--- src/rtl/imem_loader.sv ---
// Streams 32-bit instruction words into instruction memory at consecutive addresses,
// stalls the core until the program is complete, and reports a word count and XOR checksum.
module imem_loader #(
    parameter int ADDR_W     = 10,
    parameter int DEPTH      = 1024,
    parameter int START_ADDR = 0,
    parameter int RUN_DELAY  = 2
) (
    input  logic              clk,
    input  logic              rst_n,
    input  logic              load_valid,
    input  logic [31:0]       load_data,
    input  logic              load_last,
    output logic              load_ready,
    input  logic              reload,
    output logic              mem_we,
    output logic [ADDR_W-1:0] mem_addr,
    output logic [31:0]       mem_wdata,
    output logic              cpu_run,
    output logic              done,
    output logic              err,
    output logic [ADDR_W:0]   word_count,
    output logic [31:0]       checksum
);

    localparam int DLY_W = $clog2(RUN_DELAY + 1);

    typedef enum logic [1:0] {S_LOAD, S_DRAIN, S_RUN, S_ERR} state_t;

    state_t             state_q, state_d;
    logic [ADDR_W-1:0]  ptr_q, ptr_d;
    logic [DLY_W-1:0]   dly_q, dly_d;
    logic               mem_we_q, mem_we_d;
    logic [ADDR_W-1:0]  mem_addr_q, mem_addr_d;
    logic [31:0]        mem_wdata_q, mem_wdata_d;
    logic               cpu_run_q, cpu_run_d;
    logic               done_q, done_d;
    logic               err_q, err_d;
    logic [ADDR_W:0]    count_q, count_d;
    logic [31:0]        sum_q, sum_d;
    logic               xfer;

    assign load_ready = (state_q == S_LOAD);
    assign xfer       = load_valid & load_ready;

    always_comb begin
        state_d     = state_q;
        ptr_d       = ptr_q;
        dly_d       = dly_q;
        mem_we_d    = 1'b0;
        mem_addr_d  = mem_addr_q;
        mem_wdata_d = mem_wdata_q;
        cpu_run_d   = cpu_run_q;
        done_d      = done_q;
        err_d       = err_q;
        count_d     = count_q;
        sum_d       = sum_q;

        // reload wins over everything, including a coincident transfer
        if (reload) begin
            state_d   = S_LOAD;
            ptr_d     = ADDR_W'(START_ADDR);
            dly_d     = '0;
            cpu_run_d = 1'b0;
            done_d    = 1'b0;
            err_d     = 1'b0;
            count_d   = '0;
            sum_d     = '0;
        end else begin
            case (state_q)
                S_LOAD: begin
                    if (xfer) begin
                        mem_we_d    = 1'b1;
                        mem_addr_d  = ptr_q;
                        mem_wdata_d = load_data;
                        ptr_d       = ptr_q + 1'b1;
                        count_d     = count_q + 1'b1;
                        sum_d       = sum_q ^ load_data;
                        if (load_last) begin
                            state_d = S_DRAIN;
                            dly_d   = '0;
                        end else if (count_d == (ADDR_W+1)'(DEPTH)) begin
                            state_d = S_ERR;
                            err_d   = 1'b1;
                        end
                    end
                end
                S_DRAIN: begin
                    // the extra count lets the final write land before the first fetch
                    if (dly_q == DLY_W'(RUN_DELAY)) begin
                        state_d   = S_RUN;
                        cpu_run_d = 1'b1;
                        done_d    = 1'b1;
                    end else begin
                        dly_d = dly_q + 1'b1;
                    end
                end
                default: ;
            endcase
        end
    end

    always_ff @(posedge clk or negedge rst_n) begin
        if (!rst_n) begin
            state_q     <= S_LOAD;
            ptr_q       <= ADDR_W'(START_ADDR);
            dly_q       <= '0;
            mem_we_q    <= 1'b0;
            mem_addr_q  <= '0;
            mem_wdata_q <= '0;
            cpu_run_q   <= 1'b0;
            done_q      <= 1'b0;
            err_q       <= 1'b0;
            count_q     <= '0;
            sum_q       <= '0;
        end else begin
            state_q     <= state_d;
            ptr_q       <= ptr_d;
            dly_q       <= dly_d;
            mem_we_q    <= mem_we_d;
            mem_addr_q  <= mem_addr_d;
            mem_wdata_q <= mem_wdata_d;
            cpu_run_q   <= cpu_run_d;
            done_q      <= done_d;
            err_q       <= err_d;
            count_q     <= count_d;
            sum_q       <= sum_d;
        end
    end

    assign mem_we     = mem_we_q;
    assign mem_addr   = mem_addr_q;
    assign mem_wdata  = mem_wdata_q;
    assign cpu_run    = cpu_run_q;
    assign done       = done_q;
    assign err        = err_q;
    assign word_count = count_q;
    assign checksum   = sum_q;

endmodule
--- config.mk ---
export PLATFORM = sky130hd
export DESIGN_NAME = imem_loader
export DESIGN_NICKNAME = d
export VERILOG_FILES = /design/src/rtl/imem_loader.sv
export SDC_FILE = /design/constraint.sdc
export NUM_CORES = 1
export LEC_CHECK = 0
export CAP_MARGIN = 20
export CORE_AREA = 2 2 125 127
export CTS_BUF_LIST = sky130_fd_sc_hd__clkbuf_8
export DETAILED_ROUTE_END_ITERATION = 8
export DIE_AREA = 0 0 127 129
export GPL_TIMING_DRIVEN = 0
export HOLD_SLACK_MARGIN = 0.03
export SLEW_MARGIN = 10
export SYNTH_ARGS = -nofsm -noshare
export SYNTH_HDL_FRONTEND = slang
export SYNTH_SLANG_ARGS = --single-unit
--- constraint.sdc ---
create_clock -name clk -period 3 [get_ports clk]
set_clock_uncertainty 0.15 [all_clocks]
set_input_delay 0.45 -clock clk [delete_from_list [all_inputs] [get_ports clk]]
set_output_delay 0.45 -clock clk [all_outputs]
set_load 0.05 [all_outputs]
==> impl_results.md, run 1 <==
- First-pass GRT wire length: 17.3 mm
- Worst reg2reg path depth: 7
- Peak VDD IR: approximately 0.00029 V
- Tmin final: 2.46 ns
- Largest net degree at the start of global routing: between 50 and 60
- DP Worst Slack: about 0.21 ns
- Fin area: ~6100 um^2
- Synth Area per Inst: around 11 um^2
- Synth Cell Area: about 4400 um^2
- Final WL: ~11 mm
- Drt via density: between 4 and 5
- Crit path kind: reg -> out
- Drt pass-1 iters: 4
- Seq pwr share: 0.456
- Outcome: finished clean
- Final Power: about 3.5 mW
- Synth warn: 0
- CTS Buf Count: 9
- Initial antenna violation count: 0
- Starting DRT DRC Count: 240
- Fin nets: 563
- RSZ-0062 raised after global routing: no
- Reg clk slew, reported paths: approximately 0.090 ns
- Mapped Cells: slightly below 400
- Worst reg2reg path endpoint: checksum[21]
- Switching power: around 1.3 mW
- Hold WS: around 0.34 ns
- CP endpoint kind: output port
- Setup Viol. Count Final: 0
- Area growth, synth to finish: 38.5%
- Seq/Total Area, Yosys: 0.577
- Layout cells sized above 1: 0.146
- PortBufs: roughly 130
- CTS H-tree depth: 3
- Internal power: approximately 2.2 mW
- CTS tree: yes
- Cell row count: between 40 and 50
- Worst Hold Launch: mem_wdata[5]
- Final hold viol count: 0
- Die height: 129 um
- DIE WIDTH: about 130 um
- Slew Limit Fails: 0
- Clock Path Buffers: 2
- Period Utilization, post-route: 0.819
- Least-Margin Pin Slew: just under 0.7 ns
- Crit Reg-Reg Startpoint: state_q[0]
- Top FF cell, synth: dfrtp_1
- DRC Markers: 0
- Crit path DAT: between 1.5 and 2 ns
- Vias: between 3,000 and 4,000
- Root buffer cell: clkbuf_8
- WP data required: about 2.4 ns
- Dpl hpwl: roughly 7.6 mm
- Clock Power Share: 0.231
- Final core area utilization: 0.409
- Remaining antenna violation count after routing: 0
- Placed cell areas: roughly 5900 um^2
- # IOs: approximately 130
- Num Clock Sinks: approximately 100
- Synth Net Count: approximately 430
- Static leakage power: around 2.7 nW
- Max-slew headroom: 0.539
- Core area: about 15,000 um^2
- Number of max-cap violations: 0
- All-Layer GR Usage: 0.136
- Final TNS setup: 0 ns
- Netlist cell types: 42
- Fmax: ~0.41 GHz
- Final WS setup: approximately 0.54 ns
- Gate power share: 0.313
- R2R setup slack: 0.70 ns
- GRT overflow: 0
- Worst Setup Start Kind: flop
- Hold WC Path Type: reg -> reg
- Sw Share: 0.364
- Fin cells: 716
- Cell Pwr Density: ~570 nW/um^2
- Worst skew pair latency: about 0.38 ns
- EDFF count, synth: 0
- DR WL/cell: 14.9 um
- Async S/R FF share, synth: 1.00
- Die ar.: between 15,000 and 20,000 um^2
- Inst Count DP: about 700
- WHS Path Cells: 1
- Worst hold endpoint: mem_wdata[5]
- Gpl congestion: about 0.84
- Vias in the first global route: between 3,000 and 4,000
- Yosys reg bits: around 100
- Starting density of the core: 0.295
- Ant. Diodes: 0
- Crit path max fanout: 10
synth_stat cells, types with 2 or more instances:
| cell | number | area share |
|---|---|---|
| nor4b_1 | 2 | 0.0040 |
| xor2_1 | 45 | 0.089 |
| o21ai_0 | 2 | 0.0023 |
| xnor2_1 | 8 | 0.016 |
| buf_1 | 2 | 0.0017 |
| mux2_2 | 41 | 0.10 |
| nor3_1 | 3 | 0.0034 |
| and3_1 | 5 | 0.0071 |
| buf_2 | 6 | 0.0068 |
| nand3_1 | 6 | 0.0068 |
| nor2_1 | 62 | 0.053 |
| clkbuf_1 | 7 | 0.0059 |
| buf_4 | 5 | 0.0085 |
| nand4_1 | 5 | 0.0071 |
| ha_1 | 3 | 0.0085 |
| a21oi_1 | 6 | 0.0068 |
| inv_1 | 4 | 0.0034 |
| nand2_1 | 48 | 0.041 |
| dfrtp_1 | 102 | 0.58 |
worst max-delay path, cell delays in order (launching register included):
cell,delay (ns)
dfrtp_1,0.38
buf_2,0.17
nor2_1,0.11
clkdlybuf4s50_1,0.81
worst max-delay path by stage:
stage / start / endpoint / depth (start not counted)
2_1_floorplan: word_count[0] / state_q[0] / 6
3_3_place_gp: rst_n / mem_wdata[10] / 1
3_5_place_dp: load_valid / checksum[17] / 7
4_1_cts: state_q[0] / load_ready / 3
5_1_grt: state_q[0] / load_ready / 3
6_report: state_q[0] / load_ready / 3
cells in the final DEF (no fill, tap or decap), types with 2 or more instances in the layout:
master / Yosys / layout
clkbuf_1: 7 / 7
buf_1: 2 / 2
xnor2_1: 8 / 8
mux2_2: 41 / 41
dfrtp_1: 102 / 102
clkdlybuf4s50_1: 0 / 124
nand4_1: 5 / 5
clkinv_2: 0 / 2
buf_2: 6 / 6
clkinv_4: 0 / 2
ha_1: 3 / 3
clkbuf_8: 0 / 10
nor2_1: 62 / 62
nand3_1: 6 / 6
buf_4: 5 / 5
nor3_1: 3 / 3
o21ai_0: 2 / 2
nor4b_1: 2 / 2
a21oi_1: 6 / 6
and3_1: 5 / 5
inv_1: 4 / 5
xor2_1: 45 / 45
nand2_1: 48 / 48
sequential cells by signal, summed over array words and instances (netlist names):
name	cells
mem_we	1
dly_q	2
word_count	11
mem_addr	10
done	1
mem_wdata	32
ptr_q	10
err	1
state_q	2
checksum	32
cells by family (layout without fill, tap and decap cells):
| group | after synthesis | count (layout) | share of synthesized area |
|---|---|---|---|
| adders and majority gates | 3 | 3 | 0.00849 |
| AOI/OAI and AO/OA | 17 | 17 | 0.0303 |
| buffers and inverters | 24 | 167 | 0.0263 |
| muxes | 43 | 43 | 0.109 |
| and+or+nand+nor | 143 | 143 | 0.143 |
| DFF | 102 | 102 | 0.577 |
| xor gates and xnor gates | 53 | 53 | 0.105 |
area by class of cell:
| type | count | area [um^2] |
|---|---|---|
| Fill cell | 1442 | 8850 |
| Sequential cell | 102 | 2550 |
| Multi-Input combinational cell | 259 | 1750 |
| Timing Repair Buffer | 127 | 1290 |
| Tap cell | 188 | 235 |
| Clock buffer | 10 | 138 |
| Buffer | 20 | 101 |
| Clock inverter | 6 | 38.8 |
| Inverter | 4 | 15.0 |
layer usage:
| layer | routed length (um) | vias to the layer above | GRT usage |
|---|---|---|---|
| met5 | 0 | - | 0 |
| met1 | 4850 | 1587 | 0.175 |
| li1 | - | 1541 | - |
| met2 | 4920 | 87 | 0.215 |
| met4 | 231 | 0 | 0.0621 |
| met3 | 642 | 16 | 0.0391 |
what timing repair did:
item                                    in CTS  in global routing
hold buffers                                 1                  0
endpoints found under the setup margin       0                  0
setup buffers                                0                  0
gates resized for setup                      0                  0
hold endpoints to repair                    49                  0
power by group through the flow:
stage | Clock (mW) | Sequential (mW) | Combinational [mW]
floorplan | 0 | 2.07 | 0.221
global placement | 0 | 1.61 | 1.09
detailed placement | 0 | 1.62 | 1.10
CTS | 0.853 | 1.59 | 1.11
global route | 0.903 | 1.61 | 1.15
finish | 0.808 | 1.59 | 1.09
Power figures use the tool's default switching activity.
==> run 2: changes to the inputs <==
==> constraint.sdc (replaced) <==
create_clock -name clk -period 2.4 [get_ports clk]
set_clock_uncertainty 0.15 [all_clocks]
set_input_delay 0.36 -clock clk [delete_from_list [all_inputs] [get_ports clk]]
set_output_delay 0.36 -clock clk [all_outputs]
set_load 0.05 [all_outputs]
==> run 2 against run 1 <==
Effect of this change: hold slack worse by 0.057 ns; first-iteration DRC count fell by 25%; sequential power rose by 25%; non-clock buffer count unchanged; global-route usage is the same; register-to-register slack worse by 0.55 ns; critical path depth fell by 2; wire length is 0.39% higher; clock-buffer cell count unchanged; die area unchanged; sequential cell count unchanged.
==> impl_results.md, run 2 (synthesis results as in run 1) <==
- Outcome: finished clean
- Slew Limit Fails: 0
- Hold WC Path Type: in -> reg
- Reg clk slew, reported paths: 0.10 ns
- CP bufs+invs: 1
- First-pass GRT wire length: roughly 17 mm
- Dpl hpwl: approximately 7.6 mm
- Most common cell after layout, fill and taps aside: clkdlybuf4s50_1
- Tmin final: 2.26 ns
- All-Layer GR Usage: 0.136
- Worst Setup Start Kind: flop
- Crit path DAT: 1.75 ns
- CTS H-tree depth: 3
- Worst Hold Launch: reload
- GRT overflow: 0
- Final hold viol count: 0
- Critical path's largest stage delay: between 0.8 and 0.9 ns
- Drt pass-1 iters: 5
- Cell class contributing the biggest share of worst-path delay: buffers and inverters
- Final WL: approximately 11 mm
- Peak VDD IR: approximately 0.00036 V
- Crit path max fanout: 7
- Starting density of the core: 0.295
- Starting DRT DRC Count: ~180
- WHS Path Cells: 2
- Clock Path Buffers: 2
- Worst reg2reg path depth: 6
- Remaining antenna violation count after routing: 0
- RSZ-0062 raised after global routing: no
- # Post-CTS Setup Buffers: 0
- Largest net degree at the start of global routing: 54
- Crit path kind: reg -> out
- PortBufs: approximately 130
- Period Utilization, post-route: 0.942
- DIE WIDTH: approximately 130 um
- R2R setup slack: 0.15 ns
- Static leakage power: about 2.7 nW
- Fmax: 0.442 GHz
- CTS tree: yes
- Max-slew headroom: 0.550
- DRC Markers: 0
- DR WL/cell: ~15 um
- Vias in the first global route: ~3,300
- Num Clock Sinks: roughly 100
- Fin nets: around 560
- Area growth, synth to finish: 38.7%
- Final Power: roughly 4.4 mW
- Ant. Diodes: 0
- # IOs: ~130
- Die height: ~130 um
- Gpl congestion: approximately 0.84
- Layout cells sized above 1: 0.148
- Least-Margin Pin Slew: between 0.6 and 0.7 ns
- Root buffer cell: clkbuf_8
- CP max-delay cell: clkdlybuf4s50_1
- Final core area utilization: 0.409
- Most frequent cells in the layout: 123 x clkdlybuf4s50_1, 102 x dfrtp_1, 62 x nor2_1
- WP data required: 1.89 ns
- Die ar.: about 16,000 um^2
- Crit path cell chain: clkdlybuf4s50_1
- Cell Pwr Density: slightly above 700 nW/um^2
- Number of max-cap violations: 0
- Drt via density: 4.53
- Core area: approximately 15,000 um^2
- Vias: between 3,000 and 4,000
- CTS Buf Count: 9
- Crit Reg-Reg Startpoint: state_q[1]
- CP endpoint kind: output port
- Cell row count: 45
- Initial antenna violation count: 0
- Hold WS: 0.286 ns
- Worst skew pair latency: 0.38 ns
- Worst reg2reg path endpoint: mem_wdata[26]
- Worst hold endpoint: err
- Setup Viol. Count Final: 0
run 2: cell types whose count changed in the layout (fill, tap and decap cells not counted):
cell,previous run,this run
clkdlybuf4s50_1,124,123
nor3b_1,1,0
nor3b_2,0,1
dlymetal6s2s_1,0,1
run 2: power breakdown:
part           switching (mW)  internal (mW)  total, mW
registers               0.105           1.89       1.99
clock network           0.613          0.402       1.02
logic                   0.874          0.491       1.36
run 2: how the worst max path moves through the flow:
| stage | from | end | slack, ns | depth (start not counted) |
|---|---|---|---|---|
| floorplan | word_count[0] | state_q[0] | 0.05 | 6 |
| global placement | rst_n | mem_wdata[10] | -3.10 | 1 |
| detailed placement | load_valid | checksum[17] | -0.30 | 7 |
| CTS | state_q[0] | load_ready | 0.008 | 3 |
| global route | word_count[1] | state_q[0] | 0.06 | 6 |
| finish | word_count[3] | word_count[3] | 0.14 | 1 |
run 2: layout make-up:
type	instances	area, um^2
fill	1443	8850
sequential	102	2550
multi-input combinational	259	1760
timing repair buffer	127	1290
tap	188	235
clock buffer	10	138
buffer	20	101
clock inverter	6	38.8
inverter	4	15.0
run 2: timing repair:
item / CTS / global route
resized for setup: 0 / 2
hold buffers: 1 / 0
setup endpoints to repair: 0 / 11
hold endpoints to repair: 49 / 0
run 2: routing by layer:
metal	vias up	wire length, um	global-route usage	part of all wire
met5	-	0	0	0
met4	0	237	0.0621	0.022
met3	19	674	0.0391	0.063
met2	89	4960	0.215	0.46
met1	1596	4820	0.175	0.45
li1	1538	-	-	-
run 2: per-stage QoR:
| step | std cells | setup TNS (ns) | area (um^2) | worst slack (ns) |
|---|---|---|---|---|
| floorplan | 385 | 0 | 4420 | 0.0523 |
| global placement | 698 | -331.01 | 5910 | -3.10 |
| detailed placement | 699 | -16.07 | 5940 | -0.301 |
| CTS | 716 | 0 | 6120 | 0.00818 |
| global route | 716 | 0 | 6130 | 0.0567 |
| finish | 716 | 0 | 6130 | 0.139 |
